[config.mk]
export PLATFORM = sky130hd
export DESIGN_NAME = fetch_ctrl
export DESIGN_NICKNAME = d
export VERILOG_FILES = /design/src/rtl/fetch_pkg.sv /design/src/rtl/sat_counter.sv /design/src/rtl/fetch_ctrl.sv
export SDC_FILE = /design/constraint.sdc
export NUM_CORES = 1
export LEC_CHECK = 0
export BUFFER_PORTS_ARGS = -buffer_cell sky130_fd_sc_hd__buf_2
export CAP_MARGIN = 20
export CORE_ASPECT_RATIO = 0.5
export CORE_UTILIZATION = 50
export DETAILED_ROUTE_END_ITERATION = 8
export HOLD_SLACK_MARGIN = 0.1
export PLACE_DENSITY_LB_ADDON = 0.3
export SKIP_LAST_GASP = 1
export SLEW_MARGIN = 10
export SYNTH_ARGS = -nofsm -noshare
export SYNTH_HDL_FRONTEND = slang
export SYNTH_SLANG_ARGS = --single-unit
[constraint.sdc]
create_clock -name clk -period 5.27 [get_ports clk]
set_clock_uncertainty 0.05 [all_clocks]
set_input_delay 0.527 -clock clk [delete_from_list [all_inputs] [get_ports clk]]
set_output_delay 0.527 -clock clk [all_outputs]
set_load 0.005 [all_outputs]
[src/rtl/fetch_pkg.sv]
// fetch_pkg
//   Shared types and constants for the instruction-fetch sequencer.
//   fetch_state_t : sequencer states (ISSUE, WAIT, KILL, HOLD)
//   NOP_FLUSH     : word presented to IF/ID when the instruction is flushed
//   STALL_CNT_MAX : saturation value of the stall-cycle counter
package fetch_pkg;

  typedef enum logic [1:0] {
    ISSUE = 2'd0,  // launch a request at the current PC
    WAIT  = 2'd1,  // request outstanding, response still wanted
    KILL  = 2'd2,  // request outstanding, response is stale and dropped
    HOLD  = 2'd3   // response captured while ID is stalled
  } fetch_state_t;

  localparam logic [31:0] NOP_FLUSH     = 32'h0000_0000;
  localparam logic [31:0] STALL_CNT_MAX = 32'hFFFF_FFFF;

endpackage

[src/rtl/sat_counter.sv]
// sat_counter
//   Up-counter that stops at MAX instead of wrapping.
//   clk   in  clock
//   rst   in  asynchronous active-high reset, clears the count
//   en    in  count this cycle
//   count out current value
module sat_counter #(
  parameter int          W   = 32,
  parameter logic [W-1:0] MAX = '1
) (
  input  logic         clk,
  input  logic         rst,
  input  logic         en,
  output logic [W-1:0] count
);

  logic [W-1:0] count_reg;
  logic [W-1:0] count_next;

  always_comb begin
    count_next = count_reg;
    if (en && (count_reg != MAX)) begin
      count_next = count_reg + 1'b1;
    end
  end

  always_ff @(posedge clk or posedge rst) begin
    if (rst) begin
      count_reg <= '0;
    end else begin
      count_reg <= count_next;
    end
  end

  assign count = count_reg;

endmodule

[src/rtl/fetch_ctrl.sv]
// fetch_ctrl
//   Instruction-fetch sequencer: drives a single-outstanding-request
//   instruction-memory handshake and the IF-stage pipeline controls,
//   resolving EX redirects and ID load-use stalls against variable latency.
//   clk, rst          clock, asynchronous active-high reset
//   branch_taken      EX redirect this cycle
//   hazard_stall      load-use stall, ID must hold
//   im_req            one-cycle fetch request at the current IF PC
//   im_ready/im_rdata fetch response and its instruction word
//   instr_out         instruction presented to IF/ID
//   PC_write          PC load enable
//   IFID_RegWrite     IF/ID write enable
//   InstrFlush        IF/ID loads a bubble
//   IDEX_flush        ID/EX bubble
//   stall_cycles      saturating count of cycles with no fresh instruction
module fetch_ctrl
  import fetch_pkg::*;
#(
  parameter int XLEN = 32
) (
  input  logic            clk,
  input  logic            rst,
  input  logic            branch_taken,
  input  logic            hazard_stall,
  output logic            im_req,
  input  logic            im_ready,
  input  logic [XLEN-1:0] im_rdata,
  output logic [XLEN-1:0] instr_out,
  output logic            PC_write,
  output logic            IFID_RegWrite,
  output logic            InstrFlush,
  output logic            IDEX_flush,
  output logic [31:0]     stall_cycles
);

  fetch_state_t    state_reg;
  fetch_state_t    state_next;
  logic [XLEN-1:0] hold_reg;
  logic [XLEN-1:0] hold_next;

  // Raw decode of state and inputs; gated by rst at the outputs.
  logic req_raw;
  logic pc_write_raw;
  logic ifid_write_raw;
  logic flush_raw;
  logic sel_rdata;
  logic sel_hold;
  logic capture;

  always_comb begin
    state_next     = state_reg;
    req_raw        = 1'b0;
    pc_write_raw   = 1'b0;
    ifid_write_raw = 1'b0;
    flush_raw      = 1'b1;
    sel_rdata      = 1'b0;
    sel_hold       = 1'b0;
    capture        = 1'b0;

    unique case (state_reg)
      ISSUE: begin
        // A redirect here means the current PC is already wrong, so the
        // request is skipped and the new PC gets its own ISSUE cycle.
        if (branch_taken) begin
          pc_write_raw   = 1'b1;
          ifid_write_raw = 1'b1;
        end else begin
          req_raw        = 1'b1;
          ifid_write_raw = !hazard_stall;
          state_next     = WAIT;
        end
      end

      WAIT: begin
        if (!im_ready) begin
          if (branch_taken) begin
            // The response still has to come back; KILL swallows it.
            pc_write_raw   = 1'b1;
            ifid_write_raw = 1'b1;
            state_next     = KILL;
          end else begin
            ifid_write_raw = !hazard_stall;
          end
        end else if (branch_taken) begin
          pc_write_raw   = 1'b1;
          ifid_write_raw = 1'b1;
          state_next     = ISSUE;
        end else if (hazard_stall) begin
          // ID cannot accept the word yet: park it and keep the PC.
          capture    = 1'b1;
          sel_rdata  = 1'b1;
          flush_raw  = 1'b0;
          state_next = HOLD;
        end else begin
          sel_rdata      = 1'b1;
          pc_write_raw   = 1'b1;
          ifid_write_raw = 1'b1;
          flush_raw      = 1'b0;
          state_next     = ISSUE;
        end
      end

      KILL: begin
        ifid_write_raw = 1'b1;
        pc_write_raw   = branch_taken;
        if (im_ready) begin
          state_next = ISSUE;
        end
      end

      HOLD: begin
        if (branch_taken) begin
          pc_write_raw   = 1'b1;
          ifid_write_raw = 1'b1;
          state_next     = ISSUE;
        end else if (hazard_stall) begin
          sel_hold  = 1'b1;
          flush_raw = 1'b0;
        end else begin
          sel_hold       = 1'b1;
          pc_write_raw   = 1'b1;
          ifid_write_raw = 1'b1;
          flush_raw      = 1'b0;
          state_next     = ISSUE;
        end
      end

      default: begin
        state_next = ISSUE;
      end
    endcase
  end

  assign hold_next = capture ? im_rdata : hold_reg;

  always_ff @(posedge clk or posedge rst) begin
    if (rst) begin
      state_reg <= ISSUE;
      hold_reg  <= '0;
    end else begin
      state_reg <= state_next;
      hold_reg  <= hold_next;
    end
  end

  // Reset forces every output low, even though the state decodes ISSUE.
  assign im_req        = !rst && req_raw;
  assign PC_write      = !rst && pc_write_raw;
  assign IFID_RegWrite = !rst && ifid_write_raw;
  assign InstrFlush    = !rst && flush_raw;
  assign IDEX_flush    = !rst && (branch_taken || hazard_stall);

  always_comb begin
    instr_out = XLEN'(NOP_FLUSH);
    if (!rst && !flush_raw) begin
      if (sel_hold) begin
        instr_out = hold_reg;
      end else if (sel_rdata) begin
        instr_out = im_rdata;
      end
    end
  end

  logic stall_en;
  assign stall_en = !rst && (!ifid_write_raw || flush_raw);

  sat_counter #(
    .W   (32),
    .MAX (STALL_CNT_MAX)
  ) u_stall_cnt (
    .clk   (clk),
    .rst   (rst),
    .en    (stall_en),
    .count (stall_cycles)
  );

`ifndef SYNTHESIS
  // A response with no request outstanding breaks the memory handshake.
  a_no_ready_in_issue : assert property (
    @(posedge clk) disable iff (rst) !((state_reg == ISSUE) && im_ready)
  );
`endif

endmodule

==> summary.txt, run 1 <==
Run status
  – Status: completed

Power and ir drop
  – Pwr dens: 368 mW/mm^2
  – Leakage power: about 2.2 nW
  – Peak VDD IR: between 0.2 and 0.25 mV

Floorplanning
  – Placeable Area: around 0.0067 mm^2
  – Starting Density: 0.520
  – Die Area: around 0.0073 mm^2
  – Die H: between 60 and 70 um
  – Io pins: between 100 and 150
  – Row Count: 21
  – Die Wd: roughly 120 um

Setup path
  – Crit Path Max Fanout: 17
  – CP Class: reg2out
  – Critical Path Start: state_reg[0]$_DFFE_PP0P_
  – R2r startpoint: state_reg[0]$_DFFE_PP0P_
  – Crit. End Element: primary output
  – Critical Path RT: roughly 4700 ps
  – Worst Path Arrival: around 2200 ps
  – Critical Path Start Type: register
  – R2r setup slk: ~2700 ps

Detailed routing
  – Total number of vias: 2840
  – Final ANT Viol Nets: 0
  – Routed WL per cell: around 15 um
  – Vias per cell: 5.40
  – Drt drc: 0
  – Final wirelength: just under 8000 um
  – Drt first pass iters: 4
  – Initial DRC Count: 180

Layout
  – Antenna cells: 0
  – Register area: roughly 0.0017 mm^2
  – Final Non-Filler Cells: 526
  – Filler cells: 549
  – P&R area growth vs syn: 26.0%
  – Layout cells sized above 1: 0.410
  – Multi-input gate area: roughly 0.0017 mm^2
  – Nets: about 470

Yosys
  – Primary FF master, synth: dfrtp_1
  – Netlist cell types: 46
  – Cells after synthesis: 327
  – Yosys Warn Count: 0
  – Count leader, synth: dfrtp_1
  – Commonest cells post-synth: dfrtp_1 (66), nor2_1 (48), mux2_2 (33)
  – Post-synth EDFFs: 0
  – Synth Cell Area: between 0.003 and 0.004 mm^2
  – Post-synth top area cell: dfrtp_1
  – Largest cells by area after synthesis: dfrtp_1 (47%), mux2_2 (11%), a22oi_1 (6.9%), xor2_1 (5.3%), nor2_1 (5.2%)
  – Post-Syn Nets: around 370
  – #FFs+latches synth: 66
  – Synth top area share: 0.474
  – Avg Inst Size Synth: 10.7 um^2
  – Share of the yosys chip area belonging to registers: 0.474
  – Synth async-reset ratio: 1.00

Placement
  – PortBufs: 105
  – Post-DP HPWL: about 5500 um
  – Gpl congestion: approximately 0.83
  – Placed cells: between 500 and 600

GRT
  – Most crowded layer after global routing: met2
  – Maximum number of pins on one net before global-route repair: between 40 and 50
  – GRT met1 Usage: 0.268
  – Vias in the first global route: between 2000 and 3000
  – Initial antenna violation count: 0
  – Met2 Use GR: 0.392
  – Gr usage total: 0.223
  – GR Overflow Total: 0
  – First-pass GRT wire length: ~12000 um
  – M3 GR Usage: 0.0667

Timing
  – Minimum clock period: roughly 2800 ps
  – Slew HR: 0.519
  – Final setup viols: 0
  – Setup tns final: 0 ps
  – Fin. max-slew vios: 0
  – WHS: 378 ps
  – Slew @ Worst Pin: ~700 ps
  – Fin. Hold Viols: 0
  – Tcrit/Tclk final: 0.527
  – RSZ-0062 raised after global routing: false
  – Fmax: approximately 360 MHz

Clock tree
  – Worst-Skew Late Latency: 330 ps
  – Clk pin slew, worst setup/hold paths: 50 ps
  – Deepest clock path buffer count: 2
  – CTS Root Cell: clkbuf_16
  – CTS tree: built
  – # resized after CTS: 0
  – H-tree depth: 3
  – CTS buffer count: 9
  – Post-CTS Setup Bufs: 0
  – Hold_buf cts: 0
  – CTS sink cnt: between 60 and 70

Hold path
  – Hold_sp: branch_taken
  – Hold crit path type: in2reg

Job
  – MaxCap Viol Count: 0
## stage by stage
| stage | util | power [mW] | worst slack [ps] | instance area (um^2) |
|---|---|---|---|---|
| floorplan | - | 0.885 | 2620 | 3490 |
| global placement | 0.605 | 0.965 | 2070 | 4060 |
| detailed placement | 0.605 | 0.991 | 1950 | 4060 |
| CTS | 0.653 | 1.64 | 2170 | 4380 |
| global route | 0.656 | 1.70 | 2340 | 4390 |
| finish | 0.656 | 1.62 | 2490 | 4390 |
## final timing paths
check	end	cells after the start
worst max-delay path	instr_out[30]	6
worst min-delay path	state_reg[0]$_DFFE_PP0P_	2
worst max register to register	hold_reg[29]$_DFFE_PP0P_	5
worst min register to register	u_stall_cnt.count[31]$_DFFE_PP0P_	1
max in group asynchronous	u_stall_cnt.count[5]$_DFFE_PP0P_	3
min in group asynchronous	hold_reg[4]$_DFFE_PP0P_	2
## report_power, final
| group | switching [mW] | internal (mW) | leakage, nW |
|---|---|---|---|
| Clock | 0.209 | 0.425 | 0.156 |
| Sequential | 0.0856 | 0.621 | 0.823 |
| Combinational | 0.131 | 0.146 | 1.20 |
| Total | 0.425 | 1.19 | 2.18 |
## cells in the final DEF (no fill, tap or decap), types with 8 or more instances in the layout
cell / instances
nor3_1: 12
buf_2: 105
nor2_1: 48
nand3_1: 8
nand2_1: 17
a22oi_1: 32
dfrtp_1: 66
xnor2_1: 8
clkbuf_16: 9
mux2_2: 33
xor2_1: 21
## layer usage
metal | up-vias | share of wire
met1 | 1373 | 0.43
met5 | - | 0
met4 | 0 | 0.013
met3 | 8 | 0.052
li1 | 1380 | -
met2 | 79 | 0.50
## worst max-delay path: stages, from the launching register on
cell and delay [ps]:
dfrtp_1 480, and2b_4 230, and2_1 570, buf_8 240, a22oi_1 80, nor2_1 130
buf_2 130
## cell type report
class	count	area share
clock buffer	11	0.0553
clock inverter	5	0.0177
inverter	8	0.00684
multi-input combinational	236	0.392
sequential	66	0.376
tap	92	0.0262
timing repair buffer	108	0.126
## kinds of logic (layout without fill, tap and decap cells)
logic type,count (synthesis),count (layout),share of synthesized area
compound gates,49,49,0.110
fa+ha+maj,1,1,0.00359
buf+inv,25,132,0.0330
flops,66,66,0.474
mux,33,33,0.107
xor+xnor,29,29,0.0729
simple gates,124,124,0.200
(Power assumes the default switching activity.)
==> inputs of run 2 (changes only) <==
- ABC_AREA: default -> 1
- CORE_UTILIZATION: 50 -> 48
- clock period: 5.27 -> 2.55 ns (I/O delays scaled with it)
==> summary.txt, run 2 <==
Detailed routing
  – Drt drc: 0 (unchanged)
  – Vias per cell: 5.01 (-7.2%)
  – Final wirelength: 10300 um (+32%)
  – Drt first pass iters: 5 (+1)
  – Initial DRC Count: 234 (+30%)
  – Final ANT Viol Nets: 0 (unchanged)
  – Total number of vias: 4103 (+44%)
  – Routed WL per cell: 12.6 um (-15%)

Layout
  – Commonest non-fill, non-tap cell in the layout: nand2_1
  – Layout cells sized above 1: 0.203 (-0.208)
  – Final instance area: 0.00489 mm^2 (+11%)
  – Filler cells: 699 (+27%)
  – Antenna cells: 0 (unchanged)
  – Nets: 744 (+59%)
  – P&R area growth vs syn: 23.8%
  – Final Util: 0.641 (-0.0149)
  – Most frequent cells in the layout: nand2_1 (306), buf_2 (105), dfrtp_1 (66)

Hold path
  – Hold crit path type: in2reg

Yosys
  – Post-synth top area cell: dfrtp_1
  – Count leader, synth: nand2_1
  – Primary FF master, synth: dfrtp_1
  – Synth Cell Area: 0.00395 mm^2 (+13%)
  – Synth async-reset ratio: 1.00 (unchanged)
  – Cells after synthesis: 602 (+84%)
  – #FFs+latches synth: 66 (unchanged)
  – Yosys Warn Count: 0 (unchanged)
  – Netlist cell types: 26 (-43%)
  – Post-synth EDFFs: 0 (unchanged)
  – Synth top area share: 0.418 (-0.0554)
  – Post-Syn Nets: 640 (+75%)
  – Share of the yosys chip area belonging to registers: 0.418 (-0.0554)
  – Avg Inst Size Synth: 6.56 um^2 (-38%)
  – Commonest cells post-synth: nand2_1 (306), dfrtp_1 (66), nor2_1 (60)
  – Largest cells by area after synthesis: dfrtp_1 (42%), nand2_1 (29%), nor2_1 (5.7%), o21ai_0 (4.9%), a21oi_1 (4.4%)

Timing
  – Tcrit/Tclk final: 0.923
  – Final setup viols: 0 (unchanged)
  – WHS: 141 ps (-238 ps)
  – RSZ-0062 raised after global routing: false
  – Slew HR: 0.450 (-0.0697)
  – Slew @ Worst Pin: 825 ps (+105 ps)
  – Fin. max-slew vios: 0 (unchanged)
  – Minimum clock period: between 2000 and 2500 ps
  – Fmax: ~420 MHz
  – Setup tns final: 0 ps (unchanged)
  – Fin. Hold Viols: 0 (unchanged)

GRT
  – First-pass GRT wire length: 17100 um (+39%)
  – Initial antenna violation count: 0 (unchanged)
  – Vias in the first global route: 3683 (+43%)
  – Maximum number of pins on one net before global-route repair: 67 (+43%)
  – Gr usage total: 0.259 (+0.0364)
  – GR Overflow Total: 0 (unchanged)

Clock tree
  – Clk pin slew, worst setup/hold paths: 60 ps (about the same)
  – CTS Root Cell: clkbuf_16
  – H-tree depth: 3 (unchanged)
  – CTS tree: built
  – Hold_buf cts: 0 (unchanged)
  – Deepest clock path buffer count: 2 (unchanged)
  – CTS sink cnt: 66 (unchanged)
  – Worst-Skew Late Latency: 330 ps (about the same)
  – CTS buffer count: 9 (unchanged)

Run status
  – Status: completed

Floorplanning
  – Starting Density: 0.518 (-0.00254)
  – Placeable Area: 0.00762 mm^2 (+14%)
  – Die H: 66.1 um (+8.3%)
  – Die Wd: 130 um (+8.5%)
  – Die Area: 0.00861 mm^2 (+18%)
  – Row Count: 22 (+4.8%)
  – Io pins: 106 (unchanged)

Placement
  – Post-DP HPWL: 7160 um (+31%)
  – Gpl congestion: 0.900 (+8.7%)
  – PortBufs: 105 (unchanged)
  – Placed Instance Area: 0.00455 mm^2 (+12%)

Setup path
  – Critical Path RT: 2250 ps (-2440 ps)
  – Critical Path Start Type: register
  – CP Class: reg2out
  – Worst Path Arrival: 2050 ps (-150 ps)
  – Crit. End Element: primary output
  – Crit Path Max Fanout: 20 (+3)

Power and ir drop
  – Overall power: 3.64 mW (+130%)
  – Leakage power: 2.43 nW (+11%)
  – Peak VDD IR: 0.386 mV (+91%)
  – Pwr dens: 745 mW/mm^2 (+100%)

Job
  – MaxCap Viol Count: 0 (unchanged)
## run 2: cell types whose count changed after synthesis, moves of 12 or more
cell     change
nand2_1    +289
nor2_1      +12
a21oi_1     +29
mux2_2      -33
inv_1       +22
xor2_1      -16
o21ai_0     +38
a22oi_1     -32
## run 2: logic make-up (layout without fill, tap and decap cells)
logic type,after synthesis,in the layout,synth area share
flops,66,66,0.418
fa+ha+maj,1,1,0.00317
buf+inv,54,163,0.0643
xor+xnor,11,11,0.0244
simple gates,392,392,0.388
compound gates,78,78,0.102
## run 2: metal layers
| metal | GRT usage | vias up | routed length, um |
|---|---|---|---|
| met4 | 0.0741 | 0 | 162 |
| li1 | - | 2081 | - |
| met1 | 0.334 | 1861 | 4730 |
| met3 | 0.0712 | 14 | 752 |
| met5 | 0 | - | 0 |
| met2 | 0.428 | 147 | 4670 |
## run 2: through the flow
| stage | std cells | worst slack [ps] |
|---|---|---|
| after floorplan | 602 | 317 |
| after global placement | 803 | 524 |
| after detailed placement | 803 | 416 |
| after CTS | 819 | 11.1 |
| after global routing | 819 | 32.1 |
| final | 819 | 196 |
## run 2: worst max-delay path, stage by stage (launching register included)
cell        delay [ps]
dfrtp_1            410
inv_1               80
nor2_1             190
nand2_1            170
clkinvlp_4         320
buf_4              220
nand2_1             70
a21oi_1            130
buf_2              130
## run 2: timing repair
action                                  CTS  global route
hold endpoints to repair                  0             0
endpoints found under the setup margin    0            20
buffers inserted                          0             0
gates resized for setup                   0             1
## run 2: final cells by class
type	instances	area [um^2]	area share
multi-input combinational	482	2040	0.418
sequential	66	1650	0.338
timing repair buffer	114	593	0.121
clock buffer	10	239	0.0489
tap	108	135	0.0277
inverter	33	134	0.0274
clock inverter	6	88.8	0.0182
## run 2: final timing paths
path / start / end / slack (ps) / cells past startpoint
worst max-delay path: state_reg[0]$_DFFE_PP0P_ / instr_out[0] / 200 / 8
worst min-delay path: im_rdata[2] / hold_reg[2]$_DFFE_PP0P_ / 140 / 3
worst max register to register: u_stall_cnt.count[0]$_DFFE_PP0P_ / u_stall_cnt.count[10]$_DFFE_PP0P_ / 480 / 10
worst min register to register: hold_reg[13]$_DFFE_PP0P_ / hold_reg[13]$_DFFE_PP0P_ / 430 / 2
max in group asynchronous: rst / u_stall_cnt.count[0]$_DFFE_PP0P_ / 1700 / 3
min in group asynchronous: rst / u_stall_cnt.count[8]$_DFFE_PP0P_ / 230 / 3
## run 2: power breakdown
part / internal (mW) / leakage [nW] / total, mW / switching [mW]
clock: 0.883 / 0.155 / 1.35 / 0.463
sequential: 1.32 / 0.868 / 1.52 / 0.196
combinational: 0.292 / 1.40 / 0.775 / 0.483
==> inputs of run 3 (changes only) <==
- ABC_AREA: 1 -> default
- CORE_ASPECT_RATIO: 0.5 -> default
- CORE_UTILIZATION: 48 -> 47
==> summary.txt, run 3 (synthesis gave the netlist of run 1 again) <==
Placement
  – PortBufs: 105 (unchanged)
  – Placed Instance Area: 0.00412 mm^2 (-9.5%)
  – Post-DP HPWL: 5690 um (-21%)
  – Gpl congestion: 0.795 (-12%)

Detailed routing
  – Drt drc: 0 (unchanged)
  – Final ANT Viol Nets: 0 (unchanged)
  – Initial DRC Count: 166 (-29%)
  – Routed length on met1: 3730 um (-21%)
  – Highest metal used: met4
  – Total number of vias: 2871 (-30%)
  – Wire length on met2: 4000 um (-14%)
  – Final wirelength: 8120 um (-21%)
  – Met3 Wirelength: 320 um (-57%)
  – Drt first pass iters: 4 (-1)
  – Routed WL per cell: 15.0 um (+19%)
  – Vias per cell: 5.31 (+5.9%)

Clock tree
  – Deepest clock path buffer count: 2 (unchanged)
  – CTS Root Cell: clkbuf_8
  – Worst-Skew Late Latency: 340 ps (about the same)
  – CTS sink cnt: 66 (unchanged)
  – CTS tree: built
  – H-tree depth: 3 (unchanged)
  – # resized after CTS: 0 (unchanged)
  – Post-CTS Setup Bufs: 0 (unchanged)
  – Clk pin slew, worst setup/hold paths: 70 ps (about the same)
  – CTS buffer count: 9 (unchanged)

Layout
  – Multi-input gate area: 0.00172 mm^2 (-16%)
  – Layout cells sized above 1: 0.412 (+0.209)
  – Register area: 0.00165 mm^2 (unchanged)
  – Antenna cells: 0 (unchanged)
  – Commonest non-fill, non-tap cell in the layout: buf_2
  – Most frequent cells in the layout: buf_2 (105), dfrtp_1 (66), nor2_1 (48)
  – Final instance area: 0.00437 mm^2 (-11%)
  – P&R area growth vs syn: 25.4%
  – Nets: 475 (-36%)
  – Filler cells: 645 (-7.7%)

Hold path
  – Hold crit path type: in2reg
  – Worst hold endpoint: hold_reg[2]$_DFFE_PP0P_
  – Hold_sp: im_rdata[2]
  – Hold path depth: 2 (-1)

Setup path
  – Critical Path Start Type: register
  – Crit-path slowest cell: dfrtp_1
  – Crit. End Element: primary output
  – R2r setup slk: 420 ps (-60 ps)
  – Critical-path cell list: and2b_4 > and2_1 > buf_4 > a22oi_1 > nor2_1 > buf_2
  – Crit Path Max Fanout: 16 (-20%)
  – Reg2reg end: u_stall_cnt.count[31]$_DFFE_PP0P_
  – R2R cell count: 5 (-5)
  – R2r startpoint: u_stall_cnt.count[25]$_DFFE_PP0P_
  – Worst Path Arrival: 2110 ps (+60 ps)
  – CP Class: reg2out
  – Critical Path RT: 2250 ps (about the same)
  – CP max stage delay: 480 ps (+70 ps)

GRT
  – GR Overflow Total: 0 (unchanged)
  – Gr usage total: 0.216 (-0.0433)
  – Maximum number of pins on one net before global-route repair: 37 (-45%)
  – Initial antenna violation count: 0 (unchanged)
  – First-pass GRT wire length: 12800 um (-25%)
  – Vias in the first global route: 2734 (-26%)

Timing
  – Fmax: 414 MHz (-2.5%)
  – Fin. max-slew vios: 0 (unchanged)
  – Final setup viols: 0 (unchanged)
  – RSZ-0062 raised after global routing: false
  – Slew HR: 0.604 (+0.154)
  – Minimum clock period: 2410 ps (+59.1 ps)
  – Setup tns final: 0 ps (unchanged)
  – Fin. Hold Viols: 0 (unchanged)
  – Slew @ Worst Pin: 594 ps (-231 ps)
  – Tcrit/Tclk final: 0.946 (+0.0232)

Floorplanning
  – Die H: 88.1 um (+33%)
  – Die Area: 0.00777 mm^2 (-9.8%)
  – Die Wd: 88.1 um (-32%)
  – Io pins: 106 (unchanged)
  – Starting Density: 0.483 (-0.0345)
  – Placeable Area: 0.00721 mm^2 (-5.4%)
  – Row Count: 31 (+41%)

Run status
  – Status: completed

Power and ir drop
  – Peak VDD IR: 0.345 mV (-11%)
  – Leakage power: 2.18 nW (-10%)
  – Pwr dens: 686 mW/mm^2 (-8.0%)

Job
  – MaxCap Viol Count: 0 (unchanged)
run 3: cell types whose count changed in the layout (fill, tap and decap cells not counted), moves of 21 or more:
| cell | previous run | this run |
|---|---|---|
| a21oi_1 | 35 | 6 |
| a22oi_1 | 0 | 32 |
| mux2_2 | 0 | 33 |
| nand2_1 | 306 | 17 |
| inv_1 | 28 | 7 |
| o21ai_0 | 39 | 1 |
run 3: cell type report:
cell class | instances | share of cell area
Clock buffer | 11 | 0.0323
Sequential cell | 66 | 0.378
Clock inverter | 5 | 0.0177
Inverter | 8 | 0.00687
Tap cell | 99 | 0.0283
Multi-Input combinational cell | 236 | 0.393
Timing Repair Buffer | 116 | 0.144
run 3: per-stage QoR:
step | hold slack [ps] | setup WS [ps] | power, mW | util | std cells
after global routing | 102 | 2.07 | 3.16 | 0.606 | 541
after CTS | 100 | 151 | 3.02 | 0.605 | 540
after global placement | 399 | 487 | 2.01 | 0.571 | 522
after detailed placement | 396 | 418 | 2.04 | 0.571 | 522
final | 107 | 137 | 3.00 | 0.606 | 541
after floorplan | 271 | 171 | 1.83 | - | 327
run 3: layer usage:
metal	GRT usage	vias up
li1	-	1394
met5	0	-
met2	0.340	62
met4	0.0894	0
met3	0.0396	8
met1	0.295	1407
run 3: report_power, final:
part           switching [mW]  leakage [nW]  internal, mW
clock                   0.402         0.109         0.574
combinational           0.264          1.24         0.310
sequential              0.168         0.823          1.28
run 3: how the worst max path moves through the flow:
stage,startpoint,endpoint,slack (ps),depth (start not counted)
2_1_floorplan,rst,hold_reg[0]$_DFFE_PP0P_,170,3
3_3_place_gp,u_stall_cnt.count[25]$_DFFE_PP0P_,u_stall_cnt.count[31]$_DFFE_PP0P_,490,5
3_5_place_dp,u_stall_cnt.count[25]$_DFFE_PP0P_,u_stall_cnt.count[31]$_DFFE_PP0P_,420,5
4_1_cts,state_reg[0]$_DFFE_PP0P_,instr_out[14],150,6
5_1_grt,state_reg[0]$_DFFE_PP0P_,instr_out[14],2,6
6_report,state_reg[0]$_DFFE_PP0P_,instr_out[14],140,6
run 3: repair_timing:
item                                    CTS  global route
hold endpoints to repair                 37             1
hold buffers                              2             1
endpoints found under the setup margin    0             0
run 3: critical path, delay by kind of cell (launching register included):
kind	cells	cell delay (ps)
AO/OA/AOI/OAI	1	100
AND/OR/NAND/NOR	3	760
buffers and inverters	2	420
flip-flops	1	480
